===== src/rtl/alu.sv =====
// ---------------------------------------------------------------------------
// alu -- 4-bit registered arithmetic/logic unit with NZCV status flags.
//
// Operands, opcode and carry-in are sampled on every rising clk edge. Result
// and flags are registered, so they appear one cycle later. There is no path
// from the inputs to the outputs that bypasses the registers.
//
// Handshake: none. A new operation is accepted on every edge and Y/NZCV always
// hold the result of the operation sampled on the previous edge (or zero after
// a reset edge).
//
// Ports:
//   clk     in   1  system clock, rising edge
//   rst     in   1  synchronous reset, active-low (0 = reset)
//   A       in   4  operand A
//   B       in   4  operand B
//   OPCODE  in   4  operation select
//   Cin     in   1  carry-in, used only by ADC and SBC
//   Y       out  4  registered result
//   N       out  1  negative flag (Y[3])
//   Z       out  1  zero flag (Y == 0)
//   C       out  1  carry / no-borrow / shifted-out bit
//   V       out  1  signed overflow
// ---------------------------------------------------------------------------
module alu (
  input  logic       clk,
  input  logic       rst,
  input  logic [3:0] A,
  input  logic [3:0] B,
  input  logic [3:0] OPCODE,
  input  logic       Cin,
  output logic [3:0] Y,
  output logic       N,
  output logic       Z,
  output logic       C,
  output logic       V
);

  localparam logic [3:0] OP_ADD = 4'b0000;
  localparam logic [3:0] OP_ADC = 4'b0001;
  localparam logic [3:0] OP_SUB = 4'b0010;
  localparam logic [3:0] OP_SBC = 4'b0011;
  localparam logic [3:0] OP_INC = 4'b0100;
  localparam logic [3:0] OP_DEC = 4'b0101;
  localparam logic [3:0] OP_NEG = 4'b0110;
  localparam logic [3:0] OP_AND = 4'b0111;
  localparam logic [3:0] OP_OR  = 4'b1000;
  localparam logic [3:0] OP_XOR = 4'b1001;
  localparam logic [3:0] OP_NOT = 4'b1010;
  localparam logic [3:0] OP_LSL = 4'b1011;
  localparam logic [3:0] OP_LSR = 4'b1100;
  localparam logic [3:0] OP_ASR = 4'b1101;
  localparam logic [3:0] OP_ROL = 4'b1110;
  localparam logic [3:0] OP_ROR = 4'b1111;

  // All arithmetic ops share one adder: sum = x_op + y_op + ci.
  logic [3:0] x_op;
  logic [3:0] y_op;
  logic       ci;
  logic       arith;
  logic [4:0] sum;
  logic [3:0] res;
  logic       c_nxt;
  logic       v_nxt;

  always_comb begin
    x_op  = A;
    y_op  = B;
    ci    = 1'b0;
    arith = 1'b0;
    res   = 4'b0000;
    c_nxt = 1'b0;
    v_nxt = 1'b0;
    sum   = 5'b00000;

    unique case (OPCODE)
      OP_ADD: begin arith = 1'b1; end
      OP_ADC: begin arith = 1'b1; ci = Cin; end
      OP_SUB: begin arith = 1'b1; y_op = ~B; ci = 1'b1; end
      OP_SBC: begin arith = 1'b1; y_op = ~B; ci = Cin; end
      OP_INC: begin arith = 1'b1; y_op = 4'b0000; ci = 1'b1; end
      OP_DEC: begin arith = 1'b1; y_op = 4'b1111; end
      // NEG is 0 - A, done as 0 + ~A + 1 so the flags follow the adder rules.
      OP_NEG: begin arith = 1'b1; x_op = 4'b0000; y_op = ~A; ci = 1'b1; end
      OP_AND: res = A & B;
      OP_OR:  res = A | B;
      OP_XOR: res = A ^ B;
      OP_NOT: res = ~A;
      OP_LSL: begin res = {A[2:0], 1'b0}; c_nxt = A[3]; end
      OP_LSR: begin res = {1'b0, A[3:1]}; c_nxt = A[0]; end
      OP_ASR: begin res = {A[3], A[3:1]}; c_nxt = A[0]; end
      OP_ROL: begin res = {A[2:0], A[3]}; c_nxt = A[3]; end
      OP_ROR: begin res = {A[0], A[3:1]}; c_nxt = A[0]; end
      default: res = 4'b0000;
    endcase

    sum = {1'b0, x_op} + {1'b0, y_op} + {4'b0000, ci};
    if (arith) begin
      res   = sum[3:0];
      // Carry out doubles as "no borrow" for the subtract forms.
      c_nxt = sum[4];
      // Overflow: both addends share a sign and the result sign differs.
      v_nxt = (x_op[3] == y_op[3]) && (sum[3] != x_op[3]);
    end
  end

  always_ff @(posedge clk) begin
    if (!rst) begin
      Y <= 4'b0000;
      N <= 1'b0;
      Z <= 1'b0;
      C <= 1'b0;
      V <= 1'b0;
    end else begin
      Y <= res;
      N <= res[3];
      Z <= (res == 4'b0000);
      C <= c_nxt;
      V <= v_nxt;
    end
  end

endmodule


===== config.mk =====
export PLATFORM = sky130hd
export DESIGN_NAME = alu
export DESIGN_NICKNAME = d
export VERILOG_FILES = /design/src/rtl/alu.sv
export SDC_FILE = /design/constraint.sdc
export NUM_CORES = 1
export LEC_CHECK = 0
export ABC_AREA = 1
export ABC_CLOCK_PERIOD_IN_PS = 3050
export BUFFER_PORTS_ARGS = -buffer_cell sky130_fd_sc_hd__buf_2
export CAP_MARGIN = 20
export CORE_UTILIZATION = 56
export CTS_BUF_LIST = sky130_fd_sc_hd__clkbuf_4 sky130_fd_sc_hd__clkbuf_8
export CTS_CLUSTER_DIAMETER = 80
export DETAILED_ROUTE_END_ITERATION = 6
export PLACE_DENSITY = 0.87
export SETUP_SLACK_MARGIN = 0.4
export SLEW_MARGIN = 20
export SYNTH_ARGS = -nofsm -noshare
export SYNTH_HDL_FRONTEND = slang
export SYNTH_SLANG_ARGS = --single-unit

===== constraint.sdc =====
create_clock -name clk -period 3.05 [get_ports clk]
set_input_delay 0.4575 -clock clk [delete_from_list [all_inputs] [get_ports clk]]
set_output_delay 0.4575 -clock clk [all_outputs]
set_load 0.01 [all_outputs]

==> flow_summary_export.csv <==
group,metric,value,unit
run_status,status,"complete, no violations",
global_routing,grt_overflow,0,
clocking,root_buffer,"clkbuf_4",
logic_synthesis,yosysSeqAreaShare,0.1345,
power_and_ir_drop,p_leak,0.7171,nW
final_layout,drive_above_1_share,0.2338,
placed_design,place_area,1176,um^2
setup_path,end_kind,"flip-flop",
timing,fin_crit_sh,0.8250,
setup_path,crit_type,"in -> reg",
route,routed_wl,2422,um
power_and_ir_drop,p_sw,0.1422,mW
timing,slew_violations,0,
timing,finalSetupTns,0,ns
route,num_vias,1194,
power_and_ir_drop,combPwrFrac,0.465,
final_layout,area_growth,15.73,%
power_and_ir_drop,power,0.3651,mW
run,maxCapViolations,0,
floorplan,core,1727,um^2
timing,hold_viol,0,
placed_design,dp.cells,222,
logic_synthesis,synth.distinct_cells,30,
setup_path,worstPathArrival,2.71,ns
clocking,post-cts-setup-buffers,0,
final_layout,final_area,1206,um^2
timing,fmax,397.4,MHz
clocking,clk_pin_slew,0.05,ns
global_routing,antenna_found_initial,0,
clocking,clockBufferDepth,2,
placed_design,dp_slack,0.1653,ns
floorplan,dieArea,2038,um^2
route,first_pass_iters,4,
setup_path,critPathLaunchType,"input port",
logic_synthesis,ys_ff_latch,7,
floorplan,initial_core_util,0.6036,
power_and_ir_drop,powerDensity,302.7,nW/um^2
placed_design,gp_congestion,0.9874,
route,drt_iter0_drc,37,
timing,finalWorstSetupSlack,0.5338,ns
clocking,ctsHoldBuffers,0,
final_layout,antennaDiodeCount,0,
floorplan,ios,23,
clocking,cts_htree_levels,1,
min_path,worstHoldPathType,"in -> reg",
power_and_ir_drop,vdd_drop_max,273.1,uV
global_routing,grt_max_degree,9,
logic_synthesis,yosysWarningCount,0,
route,avgRoutedWirePerCell,10.72,um
setup_path,worstPathRequired,3.24,ns
setup_path,worstPathMaxFanout,6,
route,drt.antenna.violating_nets,0,
timing,min_period,2.516,ns
global_routing,grtUsageTotal,0.2502,
power_and_ir_drop,internal_power,0.2229,mW
power_and_ir_drop,seqPwrFrac,0.282,
final_layout,fin_nets,230,
global_routing,grt_pass1_vias,968,
route,drcViolationCount,0,
clocking,numClockSinks,7,
route,vias_per_cell,5.283,
logic_synthesis,avgSynthCellArea,5.922,um^2
clocking,cts_tree,"done",
timing,setup-violations-final,0,
global_routing,grt_pass1_wl,3788,um
logic_synthesis,synth_fp_nets,204,
timing,hold_ws,0.4679,ns
placed_design,hpwl,2084,um
timing,max_slew.worst_pin.slew,0.3337,ns
final_layout,final_util,0.6986,
logic_synthesis,postSynthCellCount,176,
power_and_ir_drop,power_frac_clock,0.253,
floorplan,die_w,45.14,um
floorplan,floorplan.rows,15,
final_layout,fin_cells,226,
timing,timing.slew.headroom,0.7767,
power_and_ir_drop,swShare,0.3895,
logic_synthesis,syn_area,1042,um^2
floorplan,fp.dieH,45.14,um
placed_design,numPortBuffers,22,
timing,rsz0062_at_grt,"false",
clocking,cts-buffers-inserted,3,
-- layer usage --
metal / part of all wire / vias up / global-route usage
met2: 0.49 / 42 / 0.4609
li1: - / 594 / -
met3: 0.066 / 2 / 0.06800
met1: 0.44 / 556 / 0.2961
met5: 0 / - / 0
met4: 0.0029 / 0 / 0.02424
-- flip-flops by register name, indices dropped and copies added, names as in the netlist --
register  cells
C             1
V             1
Y             4
Z             1
-- cell families after synthesis --
family | after synthesis | synth area share
compound gates | 20 | 0.1141
xor+xnor | 1 | 0.008405
fa+ha+maj | 13 | 0.1705
buf+inv | 33 | 0.1249
flops | 7 | 0.1344
simple gates | 102 | 0.4478
-- synthesized netlist by cell type --
| library cell | count | share of area |
|---|---|---|
| o21ai_0 | 5 | 0.024 |
| nand3_1 | 8 | 0.038 |
| buf_4 | 1 | 0.0072 |
| o21ai_1 | 4 | 0.019 |
| a21oi_2 | 1 | 0.0084 |
| a31oi_1 | 1 | 0.0060 |
| nand2_2 | 7 | 0.042 |
| a22oi_1 | 2 | 0.014 |
| ha_1 | 11 | 0.13 |
| nand3b_1 | 1 | 0.0072 |
| nand4_1 | 1 | 0.0060 |
| nor2_4 | 1 | 0.011 |
| nor2_2 | 3 | 0.018 |
| nand2_1 | 53 | 0.19 |
| o22ai_1 | 1 | 0.0060 |
| inv_1 | 28 | 0.10 |
| inv_2 | 3 | 0.011 |
| nand2_4 | 1 | 0.011 |
| xor2_1 | 1 | 0.0084 |
| nor2_1 | 23 | 0.083 |
| nand2_8 | 1 | 0.019 |
| dfxtp_1 | 7 | 0.13 |
| o221ai_1 | 1 | 0.0084 |
| or2_1 | 1 | 0.0060 |
| fa_1 | 2 | 0.038 |
| inv_4 | 1 | 0.0060 |
| o31a_1 | 1 | 0.0084 |
| or2_2 | 1 | 0.0060 |
| nand3_2 | 1 | 0.0096 |
| a21oi_1 | 4 | 0.019 |
-- cells in the final DEF (no fill, tap or decap), types with 3 or more instances in the layout --
cell,n
nand2_1,53
inv_1,27
nor2_1,23
buf_2,22
ha_1,11
nand3_1,8
dfxtp_1,7
nand2_2,7
o21ai_1,5
inv_2,4
o21ai_0,4
a21oi_1,4
clkbuf_4,4
nor2_2,3
-- critical path, stage by stage --
cell,delay [ns]
buf_2,0.15
inv_4,0.10
nand2_1,0.09
o21ai_1,0.25
inv_1,0.09
a22oi_1,0.24
fa_1,0.23
inv_1,0.05
fa_1,0.37
or2_2,0.31
nand2_1,0.07
nand2_1,0.06
nand2_2,0.08
nand2_2,0.06
nor2_2,0.09
-- cell type report --
type | instances | area, um^2
Inverter | 32 | 122.6
Sequential cell | 7 | 140.1
Multi-Input combinational cell | 136 | 772.0
Timing Repair Buffer | 22 | 110.1
Clock buffer | 4 | 30.03
Fill cell | 170 | 520.5
Tap cell | 25 | 31.28
-- final timing paths --
check                 cells past startpoint  slack, ns               to  startpoint
worst max-delay path                     15       0.53     Z$_SDFF_PN0_   OPCODE[3]
worst min-delay path                      3       0.47  Y[3]$_SDFF_PN0_         rst
-- timing repair --
| item | 4_1_cts | 5_1_grt |
|---|---|---|
| hold endpoints to repair | 0 | 0 |
| resized for setup | 0 | 2 |
| endpoints found under the setup margin | 0 | 3 |
-- power by group through the flow --
stage	logic, mW	registers [mW]	clock network, mW
after floorplan	0.113	0.110	0
after global placement	0.162	0.104	0
after detailed placement	0.169	0.105	0
after CTS	0.169	0.103	0.0938
after global routing	0.191	0.104	0.101
final	0.170	0.103	0.0924
Note: power is estimated with default switching activity, not from simulation.
